===== src/rtl/updown_pkg.sv =====
// Shared encodings for the up/down counter family:
// decoded step commands and direction states.
package updown_pkg;

    typedef enum logic [1:0] {
        CMD_HOLD = 2'd0,
        CMD_UP   = 2'd1,
        CMD_DOWN = 2'd2,
        CMD_JUMP = 2'd3
    } cmd_e;

    typedef enum logic [1:0] {
        DIR_STILL = 2'd0,
        DIR_UP    = 2'd1,
        DIR_DOWN  = 2'd2,
        DIR_IDLE  = 2'd3
    } dir_e;

endpackage


===== src/rtl/step_classify.sv =====
// Combinational step classifier: compares the previous and current
// counter samples and names the command that produced the step.
module step_classify
    import updown_pkg::*;
#(
    parameter int WIDTH = 4
) (
    input  logic [WIDTH-1:0] i_prev,
    input  logic [WIDTH-1:0] i_cnt,
    output cmd_e             o_cmd,
    output logic             o_wrap_up,
    output logic             o_wrap_down
);

    logic [WIDTH-1:0] w_delta;

    // Modular difference makes wrap-around steps look like +1 / -1.
    assign w_delta = i_cnt - i_prev;

    always_comb begin
        o_cmd = CMD_JUMP;
        unique case (1'b1)
            (w_delta == '0):          o_cmd = CMD_HOLD;
            (w_delta == WIDTH'(1)):   o_cmd = CMD_UP;
            (w_delta == {WIDTH{1'b1}}): o_cmd = CMD_DOWN;
            default:                  o_cmd = CMD_JUMP;
        endcase
    end

    assign o_wrap_up   = (o_cmd == CMD_UP)   && (i_prev == {WIDTH{1'b1}});
    assign o_wrap_down = (o_cmd == CMD_DOWN) && (i_prev == '0);

endmodule


===== src/rtl/updown_decoder.sv =====
// Reconstructs counter commands from sampled values and tracks
// direction, wraps, reversals and a saturating run length.
module updown_decoder
    import updown_pkg::*;
#(
    parameter int WIDTH = 4,
    parameter int RUN_W = 8
) (
    input  logic             clk,
    input  logic             rst,
    input  logic             valid,
    input  logic             resync,
    input  logic [WIDTH-1:0] cnt,
    output logic             cmd_valid,
    output logic [1:0]       cmd,
    output logic [WIDTH-1:0] jump_data,
    output logic [1:0]       dir,
    output logic             wrap_up,
    output logic             wrap_down,
    output logic             reversal,
    output logic [RUN_W-1:0] run_len
);

    dir_e             r_dir;
    cmd_e             r_cmd;
    logic [WIDTH-1:0] r_prev;
    logic [WIDTH-1:0] r_jump;
    logic [RUN_W-1:0] r_run;
    logic             r_cv;
    logic             r_wu;
    logic             r_wd;
    logic             r_rev;

    dir_e             w_dir_nxt;
    cmd_e             w_cmd_nxt;
    logic [WIDTH-1:0] w_prev_nxt;
    logic [WIDTH-1:0] w_jump_nxt;
    logic [RUN_W-1:0] w_run_nxt;
    logic [RUN_W-1:0] w_run_inc;
    logic             w_cv_nxt;
    logic             w_wu_nxt;
    logic             w_wd_nxt;
    logic             w_rev_nxt;

    cmd_e             w_cmd;
    logic             w_wu;
    logic             w_wd;

    step_classify #(
        .WIDTH (WIDTH)
    ) u_step_classify (
        .i_prev      (r_prev),
        .i_cnt       (cnt),
        .o_cmd       (w_cmd),
        .o_wrap_up   (w_wu),
        .o_wrap_down (w_wd)
    );

    assign w_run_inc = (r_run == {RUN_W{1'b1}}) ? r_run
                                                : r_run + RUN_W'(1);

    always_comb begin
        w_dir_nxt  = r_dir;
        w_cmd_nxt  = r_cmd;
        w_prev_nxt = r_prev;
        w_jump_nxt = r_jump;
        w_run_nxt  = r_run;
        w_cv_nxt   = 1'b0;
        w_wu_nxt   = 1'b0;
        w_wd_nxt   = 1'b0;
        w_rev_nxt  = 1'b0;
        if (resync) begin
            w_run_nxt = '0;
            if (valid) begin
                w_prev_nxt = cnt;
                w_dir_nxt  = DIR_STILL;
            end else begin
                w_dir_nxt  = DIR_IDLE;
            end
        end else if (valid) begin
            w_prev_nxt = cnt;
            if (r_dir == DIR_IDLE) begin
                w_dir_nxt = DIR_STILL;
            end else begin
                w_cv_nxt  = 1'b1;
                w_cmd_nxt = w_cmd;
                w_wu_nxt  = w_wu;
                w_wd_nxt  = w_wd;
                unique case (w_cmd)
                    CMD_UP: begin
                        w_dir_nxt = DIR_UP;
                        w_rev_nxt = (r_dir == DIR_DOWN);
                        w_run_nxt = (r_dir == DIR_UP) ? w_run_inc
                                                      : RUN_W'(1);
                    end
                    CMD_DOWN: begin
                        w_dir_nxt = DIR_DOWN;
                        w_rev_nxt = (r_dir == DIR_UP);
                        w_run_nxt = (r_dir == DIR_DOWN) ? w_run_inc
                                                        : RUN_W'(1);
                    end
                    CMD_JUMP: begin
                        w_dir_nxt  = DIR_STILL;
                        w_jump_nxt = cnt;
                        w_run_nxt  = '0;
                    end
                    default: begin
                    end
                endcase
            end
        end
    end

    always_ff @(posedge clk or posedge rst) begin
        if (rst) begin
            r_dir  <= DIR_IDLE;
            r_cmd  <= CMD_HOLD;
            r_prev <= '0;
            r_jump <= '0;
            r_run  <= '0;
            r_cv   <= 1'b0;
            r_wu   <= 1'b0;
            r_wd   <= 1'b0;
            r_rev  <= 1'b0;
        end else begin
            r_dir  <= w_dir_nxt;
            r_cmd  <= w_cmd_nxt;
            r_prev <= w_prev_nxt;
            r_jump <= w_jump_nxt;
            r_run  <= w_run_nxt;
            r_cv   <= w_cv_nxt;
            r_wu   <= w_wu_nxt;
            r_wd   <= w_wd_nxt;
            r_rev  <= w_rev_nxt;
        end
    end

    assign cmd_valid = r_cv;
    assign cmd       = r_cmd;
    assign jump_data = r_jump;
    assign dir       = r_dir;
    assign wrap_up   = r_wu;
    assign wrap_down = r_wd;
    assign reversal  = r_rev;
    assign run_len   = r_run;

endmodule


===== config.mk =====
export PLATFORM = sky130hd
export DESIGN_NAME = updown_decoder
export DESIGN_NICKNAME = d
export VERILOG_FILES = /design/src/rtl/updown_pkg.sv /design/src/rtl/step_classify.sv /design/src/rtl/updown_decoder.sv
export SDC_FILE = /design/constraint.sdc
export NUM_CORES = 1
export LEC_CHECK = 0
export CAP_MARGIN = 15
export CORE_MARGIN = 2
export CORE_UTILIZATION = 35
export DETAILED_ROUTE_END_ITERATION = 12
export SLEW_MARGIN = 20
export SYNTH_ARGS = -nofsm -noshare
export SYNTH_HDL_FRONTEND = slang
export SYNTH_SLANG_ARGS = --single-unit
export TNS_END_PERCENT = 50

===== constraint.sdc =====
create_clock -name clk -period 3.2 [get_ports clk]
set_input_delay 0.96 -clock clk [delete_from_list [all_inputs] [get_ports clk]]
set_output_delay 0.96 -clock clk [all_outputs]
set_load 0.02 [all_outputs]

==> metrics.md <==
| Metric | Value |
|---|---|
| Final setup violation count | `0` |
| Min-delay worst type | `reg2reg` |
| Vias in the first global route | `1350` |
| Crit share post-route | `97.8%` |
| Lkg Pwr | `0.989 nW` |
| Standard-cell row count | `22` |
| Ys async rst share | `100%` |
| H-tree depth | `1` |
| Hold Path Stages | `2` |
| Worst-Margin Slew | `0.405 ns` |
| Post-synthesis sequential area ratio | `43.7%` |
| Place WS | `-0.696 ns` |
| Ant diodes | `0` |
| Critical path capture point type | `flip-flop` |
| MaxCap Viol Count | `0` |
| FMAX | `0.319 GHz` |
| Cells after Synth | `147` |
| Die H | `66.8 um` |
| Final Non-Filler Cells | `264` |
| Util after Layout | `60.5%` |
| Register Area | `603 um2` |
| DP Wirelength | `2340 um` |
| Distinct cells, synth | `41` |
| Syn nets | `163` |
| GPL Wtd Cong | `0.854` |
| Crit path required time | `3.41 ns` |
| Avg Cell Area, Syn | `9.38 um2` |
| Global route total overflow | `0` |
| Register-to-Register Path Depth | `12` |
| DRC errors left | `0` |
| Peak supply drop | `0.236 mV` |
| Setup crit start kind | `input port` |
| Crit-path cells | `buf_6, inv_4, buf_4, buf_4, buf_4, buf_4, buf_4, buf_4, buf_4, buf_4, buf_4, buf_4, buf_6, buf_4, buf_4, buf_4, buf_4, buf_4, buf_4, buf_4, o21ai_2` |
| Area of the mapped netlist | `0.00138 mm2` |
| Inst Count DP | `237` |
| Total Power | `1.08 mW` |
| Remaining antenna violation count | `0` |
| Slew HR | `72.9%` |
| Post-route minimum period | `3.13 ns` |
| Prevailing post-synth register cell | `dfrtp_1` |
| YS warnings | `0` |
| Yosys reg bits | `24` |
| RR Endpoint | `run_len[4]` |
| PortBufs | `27` |
| Final instance area | `0.00225 mm2` |
| Largest net degree at the start of global routing | `25` |
| Clock Sinks | `24` |
| Power per cell area | `482 mW/mm2` |
| Final Max Tran Viols | `0` |
| Later-pin clock latency in the skew report | `0.28 ns` |
| Peak fanout along the critical path | `2` |
| Inserted Clock Buffers | `3` |
| Core area | `0.00372 mm2` |
| Status | `complete, no violations` |
| Area occupied by multi-input gates | `847 um2` |
| RSZ-0062 raised after global routing | `false` |
| Worst-case clock skew | `0.00472 ns` |
| Initial Util | `37.1%` |
| Placed Instance Area | `0.00185 mm2` |
| Reg2reg start | `r_prev[0]` |
| Drt wl/cell | `14.7 um` |
| Via count | `1326` |
| Slowest-stage cell, CP | `buf_4` |
| Hold_sp | `jump_data[0]` |
| Initial antenna violation count | `0` |
| Die X-Extent | `66.8 um` |
| Share of layout cells above drive strength 1 | `37.0%` |
| DRT Pass-1 Iters | `4` |
| Most used cell, CP | `buf_4` |
| Filler Cell Count | `319` |
| Nets | `233` |
| Crit-path max cell delay | `0.13 ns` |
| TritonCTS clock tree | `yes` |
| Die ar. | `0.00446 mm2` |
| Boundary pin count | `28` |
| Wire length of the first global-routing pass | `6200 um` |
| FF-to-FF setup slack | `0.45 ns` |
| Routed wire length | `3880 um` |
| CTS Buffer Depth | `2` |
| Fin. Hold Viols | `0` |
| Clock root buffer | `clkbuf_8` |
| Initial DRC Count | `78` |
| Via density | `5.02` |
| Worst-path clk slew | `0.09 ns` |
| Hold endpoint | `jump_data[0]` |
| CP Class | `in2reg` |
| Worst endpoint data arrival time | `3.34 ns` |
| GR Util All Layers | `19.0%` |
| EDFF count, synth | `0` |
| Area Growth Syn to Fin | `63.1%` |
| Final Worst Setup Slack | `0.0696 ns` |
worst max-delay path: cells and delay by family:
family                 cells  cell delay (ns)
AOI/OAI and AO/OA          1             0.10
buffers and inverters     20             2.28
cell families after synthesis:
logic type | Yosys count | synth area share, %
adder cells (fa/ha/maj) | 8 | 7.80
AO/OA/AOI/OAI | 37 | 17.0
AND/OR/NAND/NOR | 53 | 20.3
flip-flops | 24 | 43.7
XOR/XNOR | 3 | 1.91
multiplexers | 5 | 4.08
buffers and inverters | 17 | 5.17
placed cells by master (no fill, tap or decap), drive strengths merged:
| master | count |
|---|---|
| buf | 43 |
| clkdlybuf4s50 | 23 |
| dfrtp | 22 |
| a21oi | 17 |
| nand2 | 14 |
| inv | 13 |
| nor2 | 12 |
| o21ai | 9 |
| ha | 7 |
| nand3 | 6 |
| clkbuf | 5 |
| mux2 | 5 |
| nand3b | 3 |
| a21o | 3 |
| nand4 | 3 |
| nor3 | 3 |
| xnor2 | 3 |
| and3 | 3 |
| a31oi | 3 |
| nor2b | 2 |
| o22ai | 2 |
| dfstp | 2 |
| or2 | 2 |
| o31ai | 1 |
| and2 | 1 |
| a41oi | 1 |
| nand4b | 1 |
| nor4b | 1 |
| nand2b | 1 |
| a22oi | 1 |
| or4 | 1 |
| fa | 1 |
| bufinv | 1 |
| dlymetal6s2s | 1 |
state kept, by name (all words and copies together) (netlist names):
register   flops
run_len        8
jump_data      4
r_prev         4
cmd            2
dir            2
cmd_valid      1
reversal       1
wrap_down      1
wrap_up        1
cell type report:
class / count / share of cell area, %
Clock buffer: 3 / 1.84
Inverter: 13 / 2.28
Sequential cell: 24 / 26.8
Tap cell: 48 / 2.67
Clock inverter: 1 / 1.34
Timing Repair Buffer: 69 / 27.4
Multi-Input combinational cell: 106 / 37.7
report_power, final:
part | total [mW] | leakage [nW] | internal (mW) | switching [mW]
Sequential | 0.375 | 0.306 | 0.344 | 0.0303
Clock | 0.271 | 0.0357 | 0.168 | 0.103
Combinational | 0.438 | 0.647 | 0.232 | 0.206
worst max-delay path by stage:
stage                     startpoint           end  slack, ns  cells past startpoint
after CTS                     cnt[0]    run_len[4]     -0.006                     15
after global placement        cnt[0]  jump_data[1]      -0.59                     12
after detailed placement      cnt[0]  jump_data[3]      -0.70                     12
final                         cnt[0]  jump_data[0]       0.07                     21
after global routing          cnt[0]    run_len[6]      0.003                     14
after floorplan               cnt[0]  jump_data[1]       0.02                     12
cells in the mapped netlist (3+ instances only):
| library cell | instances | area share [%] |
|---|---|---|
| a21o_1 | 3 | 1.6 |
| a21oi_1 | 15 | 5.4 |
| dfrtp_1 | 22 | 40 |
| ha_1 | 7 | 6.4 |
| inv_1 | 12 | 3.3 |
| mux2_1 | 3 | 2.4 |
| nand2_1 | 14 | 3.8 |
| nand3_1 | 5 | 1.8 |
| nand3b_1 | 3 | 1.6 |
| nand4_1 | 3 | 1.4 |
| nor2_1 | 12 | 3.3 |
| nor3_1 | 3 | 1.1 |
| o21ai_0 | 6 | 2.2 |
| o21ai_1 | 3 | 1.1 |
| xnor2_1 | 3 | 1.9 |
metal layers:
| layer | GRT usage, % | up-vias | wire (um) |
|---|---|---|---|
| met4 | 9.95 | 0 | 108 |
| met1 | 20.5 | 647 | 1570 |
| met3 | 2.20 | 8 | 75 |
| met2 | 35.8 | 24 | 2130 |
| met5 | 0 | - | 0 |
| li1 | - | 647 | - |
what timing repair did:
item | in CTS | in global routing
cloned | 1 | 0
hold buffers | 0 | 0
buffers inserted | 22 | 2
gates resized for setup | 28 | 11
endpoints found under the setup margin | 18 | 13
pin swaps | 9 | 14
metrics by stage:
step / setup TNS [ns] / hold WS, ns
floorplan: 0 / 0.452
global placement: -8.50 / 0.464
detailed placement: -9.98 / 0.482
CTS: -0.00608 / 0.507
global route: 0 / 0.532
finish: 0 / 0.498
Note: power is estimated with default switching activity, not from simulation.
